### src/rtl/lif_pkg.sv
`default_nettype none
// ============================================================================
// Package     : lif_pkg
// Description : Shared definitions for the LIF neuron array: membrane width,
//               saturation limit, the update result struct and a helper that
//               sizes channel indices.
// Revision    : 1.0 - initial release
// ============================================================================
package lif_pkg;

  // Membrane width used by the update result struct. The array's W parameter
  // must equal this value because the struct carries the next membrane value.
  localparam int unsigned LIF_W = 8;

  // Saturation ceiling for a membrane value.
  localparam logic [LIF_W-1:0] V_MAX = '1;

  // Result of a single neuron update.
  typedef struct packed {
    logic [LIF_W-1:0] v_next;
    logic             spike;
  } lif_upd_t;

  // Width of a channel index; never less than one bit.
  function automatic int unsigned ch_w(input int unsigned n);
    return (n > 1) ? $clog2(n) : 1;
  endfunction

endpackage
`default_nettype wire

### src/rtl/lif_neuron_array_if.sv
`default_nettype none
// ============================================================================
// Interface   : lif_neuron_array_if
// Description : Control, current, monitor and spike-event signals of the LIF
//               neuron array.
//   en_i          scan enable (one channel updated per enabled cycle)
//   current_i     N_CH*W packed per-channel currents, channel k at [k*W +: W]
//   thresh_i      common firing threshold, 0 disables firing
//   mon_ch_i      channel shown on nu_o
//   nu_o          registered membrane of mon_ch_i
//   spike_valid_o spike event pending
//   spike_ch_o    channel of the presented event
//   spike_ready_i consumer accepts the event
//   overflow_o    sticky dropped-event flag
//   sweep_o       pulse after the last channel has been updated
// Modports    : master (stimulus side), slave (neuron array)
// Revision    : 1.0 - initial release
// ============================================================================
interface lif_neuron_array_if #(
  parameter int N_CH = 4,
  parameter int W    = 8
);
  localparam int CH_W = lif_pkg::ch_w(N_CH);

  logic              en_i;
  logic [N_CH*W-1:0] current_i;
  logic [W-1:0]      thresh_i;
  logic [CH_W-1:0]   mon_ch_i;
  logic [W-1:0]      nu_o;
  logic              spike_valid_o;
  logic [CH_W-1:0]   spike_ch_o;
  logic              spike_ready_i;
  logic              overflow_o;
  logic              sweep_o;

  modport master (
    output en_i, current_i, thresh_i, mon_ch_i, spike_ready_i,
    input  nu_o, spike_valid_o, spike_ch_o, overflow_o, sweep_o
  );

  modport slave (
    input  en_i, current_i, thresh_i, mon_ch_i, spike_ready_i,
    output nu_o, spike_valid_o, spike_ch_o, overflow_o, sweep_o
  );

endinterface
`default_nettype wire

### src/rtl/lif_neuron_core.sv
`default_nettype none
// ============================================================================
// Module      : lif_neuron_core
// Description : Combinational leaky integrate-and-fire update for one neuron.
//               s = v - (v >> LEAK_SHIFT) + cur, saturated to W bits; fires
//               when thresh != 0 and the saturated value reaches thresh, in
//               which case the membrane resets to 0. A refractory neuron holds
//               0 and never fires.
// Ports       : v (membrane), cur (current), thresh (threshold),
//               refrac (refractory active) -> upd {v_next, spike}
// Revision    : 1.0 - initial release
// ============================================================================
module lif_neuron_core
  import lif_pkg::*;
#(
  parameter int W          = LIF_W,
  parameter int LEAK_SHIFT = 3
) (
  input  logic [W-1:0] v,
  input  logic [W-1:0] cur,
  input  logic [W-1:0] thresh,
  input  logic         refrac,
  output lif_upd_t     upd
);

  logic [W:0]   s;
  logic [W-1:0] v_sat;
  logic         fire;

  always_comb begin
    // One extra bit holds the worst case (v - leak) + cur without wrapping.
    s     = {1'b0, v} - ({1'b0, v} >> LEAK_SHIFT) + {1'b0, cur};
    v_sat = s[W] ? V_MAX : s[W-1:0];
    fire  = !refrac && (thresh != '0) && (v_sat >= thresh);

    upd        = '0;
    upd.spike  = fire;
    upd.v_next = (refrac || fire) ? '0 : v_sat;
  end

endmodule
`default_nettype wire

### src/rtl/lif_neuron_array.sv
`default_nettype none
// ============================================================================
// Module      : lif_neuron_array
// Description : Time-multiplexed array of N_CH leaky integrate-and-fire
//               neurons sharing one update datapath. One channel is updated
//               per enabled cycle in round-robin order; spikes leave as a
//               valid/ready event stream (lowest pending channel first) and
//               the selected membrane is shown on a registered monitor.
// Ports       : clk_i  - clock, rising edge
//               reset  - synchronous reset, active high
//               bus    - lif_neuron_array_if.slave (scan control, currents,
//                        threshold, monitor, spike events, overflow, sweep)
// Config      : LIF_REFRACTORY_EN - when defined, a channel that fires sits
//               out REFRAC_SWEEPS of its own updates holding v = 0.
// Revision    : 1.0 - initial release
// ============================================================================
module lif_neuron_array
  import lif_pkg::*;
#(
  parameter int N_CH          = 4,
  parameter int W             = LIF_W,
  parameter int LEAK_SHIFT    = 3,
  parameter int REFRAC_SWEEPS = 2
) (
  input  logic                clk_i,
  input  logic                reset,
  lif_neuron_array_if.slave   bus
);

  localparam int              CH_W    = ch_w(N_CH);
  localparam logic [CH_W-1:0] LAST_CH = CH_W'(N_CH - 1);

  logic [W-1:0]    v_q [N_CH];
  logic [CH_W-1:0] ptr_q;
  logic [N_CH-1:0] pend_q;
  logic            ovf_q;
  logic            sweep_q;
  logic [W-1:0]    nu_q;

  logic [W-1:0]    cur_sel;
  lif_upd_t        upd;
  logic            refrac_act;

  logic [CH_W-1:0] evt_ch;
  logic            evt_valid;
  logic            accept;
  logic [N_CH-1:0] clr_mask;
  logic [N_CH-1:0] set_mask;
  logic [N_CH-1:0] pend_d;
  logic            drop;

  // --------------------------------------------------------------------------
  // Shared update datapath for the channel under the scan pointer
  // --------------------------------------------------------------------------
  assign cur_sel = bus.current_i[ptr_q*W +: W];

  lif_neuron_core #(
    .W          (W),
    .LEAK_SHIFT (LEAK_SHIFT)
  ) u_core (
    .v      (v_q[ptr_q]),
    .cur    (cur_sel),
    .thresh (bus.thresh_i),
    .refrac (refrac_act),
    .upd    (upd)
  );

`ifdef LIF_REFRACTORY_EN
  localparam int RC_W = (REFRAC_SWEEPS > 0) ? $clog2(REFRAC_SWEEPS + 1) : 1;

  logic [RC_W-1:0] rc_q [N_CH];

  assign refrac_act = (rc_q[ptr_q] != '0);

  // A firing update arms the counter; each later update of the channel
  // spends one count while the core holds the membrane at 0.
  always_ff @(posedge clk_i) begin
    if (reset) begin
      for (int i = 0; i < N_CH; i++) rc_q[i] <= '0;
    end else if (bus.en_i) begin
      if (refrac_act)      rc_q[ptr_q] <= rc_q[ptr_q] - RC_W'(1);
      else if (upd.spike)  rc_q[ptr_q] <= RC_W'(REFRAC_SWEEPS);
    end
  end
`else
  assign refrac_act = 1'b0;
`endif

  // --------------------------------------------------------------------------
  // Event presentation: lowest pending channel wins
  // --------------------------------------------------------------------------
  always_comb begin
    evt_ch = '0;
    for (int i = N_CH - 1; i >= 0; i--) begin
      if (pend_q[i]) evt_ch = CH_W'(i);
    end
  end

  assign evt_valid = |pend_q;
  assign accept    = evt_valid & bus.spike_ready_i;

  // A new spike on the channel being accepted this edge re-arms its bit
  // without counting as a drop; otherwise a spike onto a set bit is lost.
  always_comb begin
    clr_mask = '0;
    set_mask = '0;
    if (accept)                 clr_mask[evt_ch] = 1'b1;
    if (bus.en_i && upd.spike)  set_mask[ptr_q]  = 1'b1;
    drop   = |(set_mask & pend_q & ~clr_mask);
    pend_d = (pend_q & ~clr_mask) | set_mask;
  end

  // --------------------------------------------------------------------------
  // State registers
  // --------------------------------------------------------------------------
  always_ff @(posedge clk_i) begin
    if (reset) begin
      for (int i = 0; i < N_CH; i++) v_q[i] <= '0;
      ptr_q   <= '0;
      pend_q  <= '0;
      ovf_q   <= 1'b0;
      sweep_q <= 1'b0;
    end else begin
      if (bus.en_i) begin
        v_q[ptr_q] <= upd.v_next;
        ptr_q      <= (ptr_q == LAST_CH) ? '0 : ptr_q + CH_W'(1);
      end
      pend_q  <= pend_d;
      if (drop) ovf_q <= 1'b1;
      sweep_q <= bus.en_i && (ptr_q == LAST_CH);
    end
  end

  // --------------------------------------------------------------------------
  // Membrane monitor (shows the value before this cycle's update)
  // --------------------------------------------------------------------------
  if ((1 << CH_W) > N_CH) begin : g_mon_range
    always_ff @(posedge clk_i) begin
      if (reset) nu_q <= '0;
      else       nu_q <= ({1'b0, bus.mon_ch_i} < (CH_W + 1)'(N_CH)) ? v_q[bus.mon_ch_i] : '0;
    end
  end else begin : g_mon_full
    // Every encodable index is a real channel.
    always_ff @(posedge clk_i) begin
      if (reset) nu_q <= '0;
      else       nu_q <= v_q[bus.mon_ch_i];
    end
  end

  assign bus.nu_o          = nu_q;
  assign bus.spike_valid_o = evt_valid;
  assign bus.spike_ch_o    = evt_ch;
  assign bus.overflow_o    = ovf_q;
  assign bus.sweep_o       = sweep_q;

endmodule
`default_nettype wire
### src/flat_wrapper.sv
// flat-port wrapper written by rule: the top's interface ports become plain ports
module lif_neuron_array_flat import lif_pkg::*;
#(
  parameter int N_CH          = 4,
  parameter int W             = LIF_W,
  parameter int LEAK_SHIFT    = 3,
  parameter int REFRAC_SWEEPS = 2
)
  (clk_i, reset, bus_en_i, bus_current_i, bus_thresh_i, bus_mon_ch_i, bus_spike_ready_i, bus_nu_o, bus_spike_valid_o, bus_spike_ch_o, bus_overflow_o, bus_sweep_o);
  lif_neuron_array_if #(.N_CH(N_CH), .W(W)) bus_i ();
  input  logic clk_i;
  input  logic reset;
  input wire logic [$bits(bus_i.en_i)-1:0] bus_en_i;
  input wire logic [$bits(bus_i.current_i)-1:0] bus_current_i;
  input wire logic [$bits(bus_i.thresh_i)-1:0] bus_thresh_i;
  input wire logic [$bits(bus_i.mon_ch_i)-1:0] bus_mon_ch_i;
  input wire logic [$bits(bus_i.spike_ready_i)-1:0] bus_spike_ready_i;
  output wire logic [$bits(bus_i.nu_o)-1:0] bus_nu_o;
  output wire logic [$bits(bus_i.spike_valid_o)-1:0] bus_spike_valid_o;
  output wire logic [$bits(bus_i.spike_ch_o)-1:0] bus_spike_ch_o;
  output wire logic [$bits(bus_i.overflow_o)-1:0] bus_overflow_o;
  output wire logic [$bits(bus_i.sweep_o)-1:0] bus_sweep_o;
  assign bus_i.en_i = bus_en_i;
  assign bus_i.current_i = bus_current_i;
  assign bus_i.thresh_i = bus_thresh_i;
  assign bus_i.mon_ch_i = bus_mon_ch_i;
  assign bus_i.spike_ready_i = bus_spike_ready_i;
  assign bus_nu_o = bus_i.nu_o;
  assign bus_spike_valid_o = bus_i.spike_valid_o;
  assign bus_spike_ch_o = bus_i.spike_ch_o;
  assign bus_overflow_o = bus_i.overflow_o;
  assign bus_sweep_o = bus_i.sweep_o;
  lif_neuron_array #(.N_CH(N_CH), .W(W), .LEAK_SHIFT(LEAK_SHIFT), .REFRAC_SWEEPS(REFRAC_SWEEPS)) u_core (.clk_i(clk_i), .reset(reset), .bus(bus_i));
endmodule
### config.mk
export PLATFORM = sky130hd
export DESIGN_NAME = lif_neuron_array_flat
export DESIGN_NICKNAME = d
export VERILOG_FILES = /design/src/rtl/lif_pkg.sv /design/src/rtl/lif_neuron_array_if.sv /design/src/rtl/lif_neuron_core.sv /design/src/rtl/lif_neuron_array.sv /design/src/flat_wrapper.sv
export SDC_FILE = /design/constraint.sdc
export NUM_CORES = 1
export LEC_CHECK = 0
export ABC_AREA = 0
export BUFFER_PORTS_ARGS = -buffer_cell sky130_fd_sc_hd__buf_2
export CAP_MARGIN = 40
export CORE_MARGIN = 1.5
export CORE_UTILIZATION = 61
export CTS_CLUSTER_DIAMETER = 80
export DETAILED_ROUTE_END_ITERATION = 10
export GPL_TIMING_DRIVEN = 0
export PLACE_DENSITY = 0.86
export SLEW_MARGIN = 20
export SYNTH_ARGS = -nofsm -noshare
export SYNTH_HDL_FRONTEND = slang
export SYNTH_SLANG_ARGS = --single-unit
### constraint.sdc
create_clock -name clk_i -period 12.7 [get_ports clk_i]
set_input_delay 1.905 -clock clk_i [delete_from_list [all_inputs] [get_ports clk_i]]
set_output_delay 1.905 -clock clk_i [all_outputs]
set_load 0.05 [all_outputs]
==> flow_metrics.env, run 1 <==
export IMPL_place_gp_congestion=0.888
export IMPL_area_growth_syn_to_layout_pct=14.1
export IMPL_hold_buffers=0
export IMPL_setup_worst_path_end_class="flop"
export IMPL_grt_antenna_before_repair=0
export IMPL_max_freq_mhz=164
export IMPL_postSynthCellCount=299
export IMPL_dp_hpwl_mm=6.14
export IMPL_netlist_cell_type_count=46
export IMPL_cts_resized=0
export IMPL_route_antenna_remaining_nets=0
export IMPL_post_cts_buffers=0
export IMPL_placement_rows=26
export IMPL_grt_setup_unrepaired="no"
export IMPL_die_height_um=77.3
export IMPL_cp_required_ns=12.84
export IMPL_final_cell_mix="58 x sky130_fd_sc_hd__buf_2, 45 x sky130_fd_sc_hd__inv_1, 39 x sky130_fd_sc_hd__a21oi_1"
export IMPL_syn_mean_instance_area_um2=11.3
export IMPL_hold_viol=0
export IMPL_synth_ff_type="sky130_fd_sc_hd__edfxtp_1"
export IMPL_critical_path_top_delay_family="compound AO/OA/AOI/OAI gates"
export IMPL_initial_utilization_pct=64.7
export IMPL_synth_yosys_warnings=0
export IMPL_grt_max_degree=16
export IMPL_critPathArrivalTime_ns=6.23
export IMPL_drtPass1Iterations=4
export IMPL_buffer_ports_inserted=55
export IMPL_max_h_tree_level=2
export IMPL_cts_max_path_buffers=2
export IMPL_ys_async_sr_fraction_pct=0
export IMPL_layout_core_utilization_pct=73.8
export IMPL_n_fill_cell=363
export IMPL_netlist_area_mm2=0.00337
export IMPL_global_route_usage_total_pct=26.7
export IMPL_vias_per_instance=5.95
export IMPL_die_w_um=77.3
export IMPL_grt_total_ovfl=0
export IMPL_synthesis_nets=374
export IMPL_max_slew_margin_pct=57.0
export IMPL_multiInputGateArea_mm2=0.00177
export IMPL_tritoncts_num_sinks=50
export IMPL_routed_wirelength_mm=7.52
export IMPL_timing_worst_setup_path_type="input pin to flop"
export IMPL_worstMarginPinSlew_ns=0.641
export IMPL_cp_num_buf_inv=4
export IMPL_vias_in_the_first_global_route=2668
export IMPL_fin_tns_setup_ns=0
export IMPL_cts_tree="yes"
export IMPL_drc_marker_count_from_the_first_detailed_route_iteration=182
export IMPL_cts_made_buffers=5
export IMPL_critical_path_cell_chain="buf_2 > mux4_2 > inv_1 > fa_1 > inv_1 > ha_1 > nor2b_1 > o31ai_2 > a32oi_2 > xnor2_2 > buf_6 > and2_1 > ha_1 > nand2b_4 > a211o_1 > a211oi_4 > o21ai_1 > a21oi_1"
export IMPL_core_area_mm2=0.00520
export IMPL_worst_path_max_delay_cell="sky130_fd_sc_hd__mux4_2"
export IMPL_drv_max_cap_violation_count=0
export IMPL_mostFrequentLayoutCell="sky130_fd_sc_hd__buf_2"
export IMPL_critical_path_max_stage_delay_ns=0.46
export IMPL_finalCritPeriodShare_pct=48.0
export IMPL_synth_edff_count=32
export IMPL_register_area_mm2=0.00132
export IMPL_wl_per_cell_um=17.4
export IMPL_ioPinCount=59
export IMPL_post_route_drc_count=0
export IMPL_final_nets=436
export IMPL_floorplan_die_area_mm2=0.00597
export IMPL_startpoint_type="input pin"
export IMPL_clk_pin_slew_ns=0.09
export IMPL_clk_latency_worst_skew_pair_ns=0.30
export IMPL_via_count=2569
export IMPL_finalSetupViolCount=0
export IMPL_worst_path_max_fanout=10
export IMPL_fin_worst_skew_ns=0.00873
export IMPL_share_of_layout_cells_above_drive_strength_1_pct=29.6
export IMPL_grt_pass1_wl_mm=12.2
export IMPL_outcome="complete, no violations"
export IMPL_hold_path_class="flop to flop"
export IMPL_number_of_pins_exceeding_their_max_slew_limit_in_the_final_report=0
export IMPL_clk_root_buffer_cell="sky130_fd_sc_hd__clkbuf_8"
export IMPL_n_antenna_cell=0
export IMPL_ys_ff_latch=50
export IMPL_timing_final_crit_period_ns=6.09
export IMPL_seq_area_frac_synth_pct=39.3
## synth_stat cells (2+ instances only)
library cell	count	share of area (%)
sky130_fd_sc_hd__a31o_2	3	0.78
sky130_fd_sc_hd__nor4_1	2	0.37
sky130_fd_sc_hd__o21ai_2	2	0.52
sky130_fd_sc_hd__o21ai_1	2	0.30
sky130_fd_sc_hd__a21o_1	3	0.67
sky130_fd_sc_hd__nor3_1	3	0.45
sky130_fd_sc_hd__ha_1	24	8.9
sky130_fd_sc_hd__o211a_1	2	0.59
sky130_fd_sc_hd__mux4_2	24	16
sky130_fd_sc_hd__clkbuf_8	3	1.2
sky130_fd_sc_hd__a32o_1	2	0.59
sky130_fd_sc_hd__nor2_1	19	2.1
sky130_fd_sc_hd__buf_2	3	0.45
sky130_fd_sc_hd__nand2_1	16	1.8
sky130_fd_sc_hd__o21ai_0	6	0.89
sky130_fd_sc_hd__xor2_1	4	1.0
sky130_fd_sc_hd__fa_1	5	3.0
sky130_fd_sc_hd__clkbuf_1	4	0.45
sky130_fd_sc_hd__and2_1	2	0.37
sky130_fd_sc_hd__edfxtp_1	32	29
sky130_fd_sc_hd__nor3b_1	2	0.45
sky130_fd_sc_hd__inv_1	45	5.0
sky130_fd_sc_hd__o21a_1	3	0.67
sky130_fd_sc_hd__nor2b_1	10	1.9
sky130_fd_sc_hd__dfxtp_1	18	11
sky130_fd_sc_hd__a21oi_1	39	5.8
sky130_fd_sc_hd__buf_4	2	0.45
## state kept, by name, indices dropped and copies added (netlist names), named ones only
register	flops
u_core.v_q	32
u_core.pend_q	4
u_core.bus.nu_o	8
u_core.bus.sweep_o	1
u_core.bus.overflow_o	1
u_core.ptr_q	2
## metal layers
layer	routed length, µm	GRT usage, %	up-vias
met5	0	0	-
met4	116	11.6	0
met3	598	4.64	12
met2	3920	46.8	128
met1	2890	32.0	1222
li1	-	-	1207
## worst paths after layout
check,from,to,slack [ns],depth (start not counted)
setup / recovery,bus_current_i[26],u_core.v_q[2][3],6.61,18
hold / removal,u_core.bus.overflow_o,u_core.bus.overflow_o,0.58,1
hold reg to reg,u_core.bus.overflow_o,u_core.bus.overflow_o,0.58,1
setup reg to reg,u_core.ptr_q[1],u_core.v_q[2][3],7.45,18
## per-stage QoR
stage | hold slack, ns | instances | area [µm²] | setup slack, ns
after global routing | 0.619 | 432 | 3840 | 6.37
after floorplan | 0.530 | 299 | 3370 | 6.97
after CTS | 0.576 | 432 | 3840 | 6.63
after detailed placement | 0.550 | 424 | 3730 | 6.33
after global placement | 0.559 | 424 | 3730 | 6.45
final | 0.583 | 432 | 3840 | 6.61
## area by class of cell
cell class | count | area share [%]
Buffer | 14 | 2.64
Clock buffer | 6 | 1.89
Clock inverter | 2 | 0.978
Inverter | 45 | 4.40
Multi-Input combinational cell | 190 | 46.2
Sequential cell | 50 | 34.4
Tap cell | 70 | 2.28
Timing Repair Buffer | 55 | 7.17
## cell families after synthesis
group           count (synthesis)  synth area share [%]
compound gates                 73                  14.5
xor+xnor                        6                  1.78
fa+ha+maj                      29                  11.9
buf+inv                        59                  8.03
flops                          50                  39.3
mux                            25                  16.4
simple gates                   57                  8.14
Power of run 1 is left out: the tool's default activity adds up to more than one toggle a clock period on the data nets, which glitch-free logic cannot reach.
==> run 2: changes to the inputs <==
Settings changed: ABC_AREA 0 to 1, CORE_UTILIZATION 61 to 52, PLACE_DENSITY 0.86 to 0.77.
Clock period 12.7 ns to 5.21 ns, I/O delays scaled along.
==> run 2 against run 1 <==
  * Via count up 21%
  * Critical endpoint is now u_core.v_q[0][0]
  * Sequential share of layout area fell by 1.7 points
  * Clock skew increased by 0.0044 ns
  * Critical path depth increased by 8
  * Highest routed layer unchanged
  * Cell area up 5.4%
  * Worst hold slack worse by 0.058 ns
==> flow_metrics.env, run 2 <==
export IMPL_cellLeakagePower_nw=1.99
export IMPL_cp_required_ns=5.39
export IMPL_grt_pass1_wl_mm=13.3
export IMPL_drc_marker_count_from_the_first_detailed_route_iteration=157
export IMPL_number_of_pins_exceeding_their_max_slew_limit_in_the_final_report=0
export IMPL_cts_made_buffers=5
export IMPL_register_containing_the_most_flip_flops_in_the_final_layout="u_core.v_q"
export IMPL_fin_tns_setup_ns=0
export IMPL_core_area_mm2=0.00649
export IMPL_worst_setup_path_startpoint="u_core.ptr_q[0]"
export IMPL_via_count=3101
export IMPL_share_of_layout_cells_above_drive_strength_1_pct=22.2
export IMPL_stdcell_count=586
export IMPL_netlist_cell_type_count=34
export IMPL_ys_ff_latch=50
export IMPL_hold_viol=0
export IMPL_grt_antenna_before_repair=0
export IMPL_synthesis_nets=522
export IMPL_cts_max_path_buffers=2
export IMPL_synth_edff_count=32
export IMPL_finalSetupViolCount=0
export IMPL_drtPass1Iterations=5
export IMPL_worstMarginPinSlew_ns=0.622
export IMPL_timing_worst_setup_path_type="flop to flop"
export IMPL_netlist_area_mm2=0.00356
export IMPL_global_route_usage_total_pct=23.1
export IMPL_seq_area_frac_synth_pct=37.1
export IMPL_dp_cells=580
export IMPL_die_w_um=85.7
export IMPL_buffer_ports_inserted=56
export IMPL_final_nets=583
export IMPL_postSynthCellCount=447
export IMPL_clk_root_buffer_cell="sky130_fd_sc_hd__clkbuf_8"
export IMPL_critPathArrivalTime_ns=4.97
export IMPL_post_synth_top_area_cell="sky130_fd_sc_hd__edfxtp_1"
export IMPL_power_density_mw_per_mm2=439
export IMPL_ioPinCount=59
export IMPL_clk_latency_worst_skew_pair_ns=0.31
export IMPL_cts_tree="yes"
export IMPL_routed_wirelength_mm=8.05
export IMPL_hold_buffers=0
export IMPL_route_antenna_remaining_nets=0
export IMPL_post_route_cell_area_mm2=0.00405
export IMPL_final_cell_mix="73 x sky130_fd_sc_hd__nand2_1, 72 x sky130_fd_sc_hd__inv_1, 62 x sky130_fd_sc_hd__nor2_1"
export IMPL_layout_core_utilization_pct=62.3
export IMPL_timing_final_crit_period_ns=4.79
export IMPL_synth_top_area_share_pct=27.0
export IMPL_vdd_ir_drop_worst_mv=0.339
export IMPL_dp_hpwl_mm=6.69
export IMPL_max_freq_mhz=209
export IMPL_max_h_tree_level=2
export IMPL_vias_in_the_first_global_route=2913
export IMPL_grt_max_degree=19
export IMPL_grt_total_ovfl=0
export IMPL_place_gp_congestion=0.853
export IMPL_max_slew_margin_pct=58.4
export IMPL_floorplan_die_area_mm2=0.00735
export IMPL_vias_per_instance=5.29
export IMPL_regToRegStartpoint="u_core.ptr_q[0]"
export IMPL_r2r_setup_slack_ns=0.42
export IMPL_synth_most_common_cell="sky130_fd_sc_hd__nand2_1"
export IMPL_worst_path_max_fanout=11
export IMPL_r2r_cells=26
export IMPL_synth_top_cells_by_count="73 x sky130_fd_sc_hd__nand2_1, 72 x sky130_fd_sc_hd__inv_1, 62 x sky130_fd_sc_hd__nor2_1"
export IMPL_post_route_drc_count=0
export IMPL_startpoint_type="flop"
export IMPL_placement_rows=29
export IMPL_fin_worst_skew_ns=0.0131
export IMPL_synth_ff_type="sky130_fd_sc_hd__edfxtp_1"
export IMPL_grt_setup_unrepaired="no"
export IMPL_initial_utilization_pct=54.8
export IMPL_n_antenna_cell=0
export IMPL_drv_max_cap_violation_count=0
export IMPL_critical_path_reg2reg_endpoint="u_core.v_q[0][0]"
export IMPL_synth_yosys_warnings=0
export IMPL_mostFrequentLayoutCell="sky130_fd_sc_hd__nand2_1"
export IMPL_outcome="complete, no violations"
export IMPL_setup_worst_path_end_class="flop"
export IMPL_tritoncts_num_sinks=50
export IMPL_die_height_um=85.7
export IMPL_finalCritPeriodShare_pct=91.9
export IMPL_syn_mean_instance_area_um2=7.96
export IMPL_ys_async_sr_fraction_pct=0
export IMPL_worstSetupEndpoint="u_core.v_q[0][0]"
export IMPL_clk_pin_slew_ns=0.10
export IMPL_hold_path_class="flop to flop"
export IMPL_area_growth_syn_to_layout_pct=13.7
export IMPL_largest_register_ffs=32
export IMPL_wl_per_cell_um=13.7
export IMPL_ys_top_cells_by_area="sky130_fd_sc_hd__edfxtp_1 27%, sky130_fd_sc_hd__dfxtp_1 10%, sky130_fd_sc_hd__ha_1 8.4%"
export IMPL_place_area_mm2=0.00394
run 2: changes by cell type in the layout (fill, tap and decap cells not counted), sizes merged, moves of 10 or more:
cell   previous run  this run
nand2            16        96
nor2             19        65
inv              45        82
mux4             24         0
o21ai            10        27
nor2b            10         0
run 2: timing repair:
item	in CTS	in global routing
resized for setup	0	11
setup buffers	0	0
setup endpoints to repair	0	37
run 2: worst min path at each step:
| stage | end | slack, ns | start | depth (start not counted) |
|---|---|---|---|---|
| finish | u_core.pend_q[2] | 0.53 | u_core.pend_q[2] | 2 |
| global route | u_core.pend_q[2] | 0.56 | u_core.pend_q[2] | 2 |
| CTS | u_core.pend_q[2] | 0.52 | u_core.pend_q[2] | 2 |
| detailed placement | u_core.pend_q[2] | 0.51 | u_core.pend_q[2] | 2 |
| global placement | u_core.pend_q[2] | 0.50 | u_core.pend_q[2] | 2 |
| floorplan | u_core.pend_q[2] | 0.47 | u_core.pend_q[2] | 2 |
run 2: kinds of logic (layout without fill, tap and decap cells):
logic type      after synthesis  in the layout  synth area share (%)
compound gates               95             95                  16.4
xor+xnor                      5              5                  1.23
fa+ha+maj                    29             29                  11.3
buf+inv                      97            159                  10.3
flops                        50             50                  37.1
simple gates                171            171                  23.7
run 2: stage by stage:
stage / power [mW] / hold WS [ns] / worst slack (ns)
5_1_grt: 1.93 / 0.562 / 0.0306
3_5_place_dp: 1.53 / 0.509 / 0.0459
2_1_floorplan: 1.33 / 0.475 / 0.801
3_3_place_gp: 1.50 / 0.498 / 0.252
6_report: 1.78 / 0.525 / 0.421
4_1_cts: 1.78 / 0.522 / 0.0307
run 2: final cells by class:
type                    count  area [µm²]
flip-flops and latches     50        1320
clock inverters             3        28.8
multi-input cells         300        1880
clock buffers               5        68.8
fillers                   593        2450
well taps                  77        96.3
inverters                  83         319
repair buffers             56         280
plain buffers              12        51.3
run 2: critical path: stages, from the launching register on:
cell                         delay, ns
sky130_fd_sc_hd__dfxtp_1          0.36
sky130_fd_sc_hd__buf_2            0.25
sky130_fd_sc_hd__clkinvlp_4       0.23
sky130_fd_sc_hd__buf_2            0.25
sky130_fd_sc_hd__nand2_1          0.09
sky130_fd_sc_hd__a32o_1           0.14
sky130_fd_sc_hd__fa_1             0.47
sky130_fd_sc_hd__fa_1             0.48
sky130_fd_sc_hd__inv_1            0.08
sky130_fd_sc_hd__nand3_1          0.08
sky130_fd_sc_hd__nand2_2          0.11
sky130_fd_sc_hd__nand2_2          0.07
sky130_fd_sc_hd__o21ai_4          0.18
sky130_fd_sc_hd__nand2_2          0.07
sky130_fd_sc_hd__nand2_2          0.10
sky130_fd_sc_hd__nand2_4          0.07
sky130_fd_sc_hd__nand2_8          0.13
sky130_fd_sc_hd__nand2_4          0.08
sky130_fd_sc_hd__ha_1             0.29
sky130_fd_sc_hd__a21oi_1          0.15
sky130_fd_sc_hd__nor2_1           0.06
sky130_fd_sc_hd__nor2_2           0.16
sky130_fd_sc_hd__a21oi_4          0.12
sky130_fd_sc_hd__nor2_8           0.26
sky130_fd_sc_hd__inv_2            0.04
sky130_fd_sc_hd__o21bai_2         0.23
sky130_fd_sc_hd__nor2_1           0.11
run 2: per-layer routing:
| layer | GRT usage [%] | wire, µm | vias up |
|---|---|---|---|
| met5 | 0 | 0 | - |
| li1 | - | - | 1567 |
| met2 | 39.4 | 3840 | 122 |
| met4 | 6.30 | 169 | 0 |
| met3 | 5.10 | 558 | 15 |
| met1 | 29.6 | 3480 | 1397 |
run 2: power breakdown:
| part | internal, mW | total [mW] | switching (mW) |
|---|---|---|---|
| registers | 0.471 | 0.494 | 0.0228 |
| clock network | 0.0996 | 0.238 | 0.138 |
| logic | 0.374 | 1.05 | 0.672 |
No activity file was read; power rests on OpenSTA's default activity.
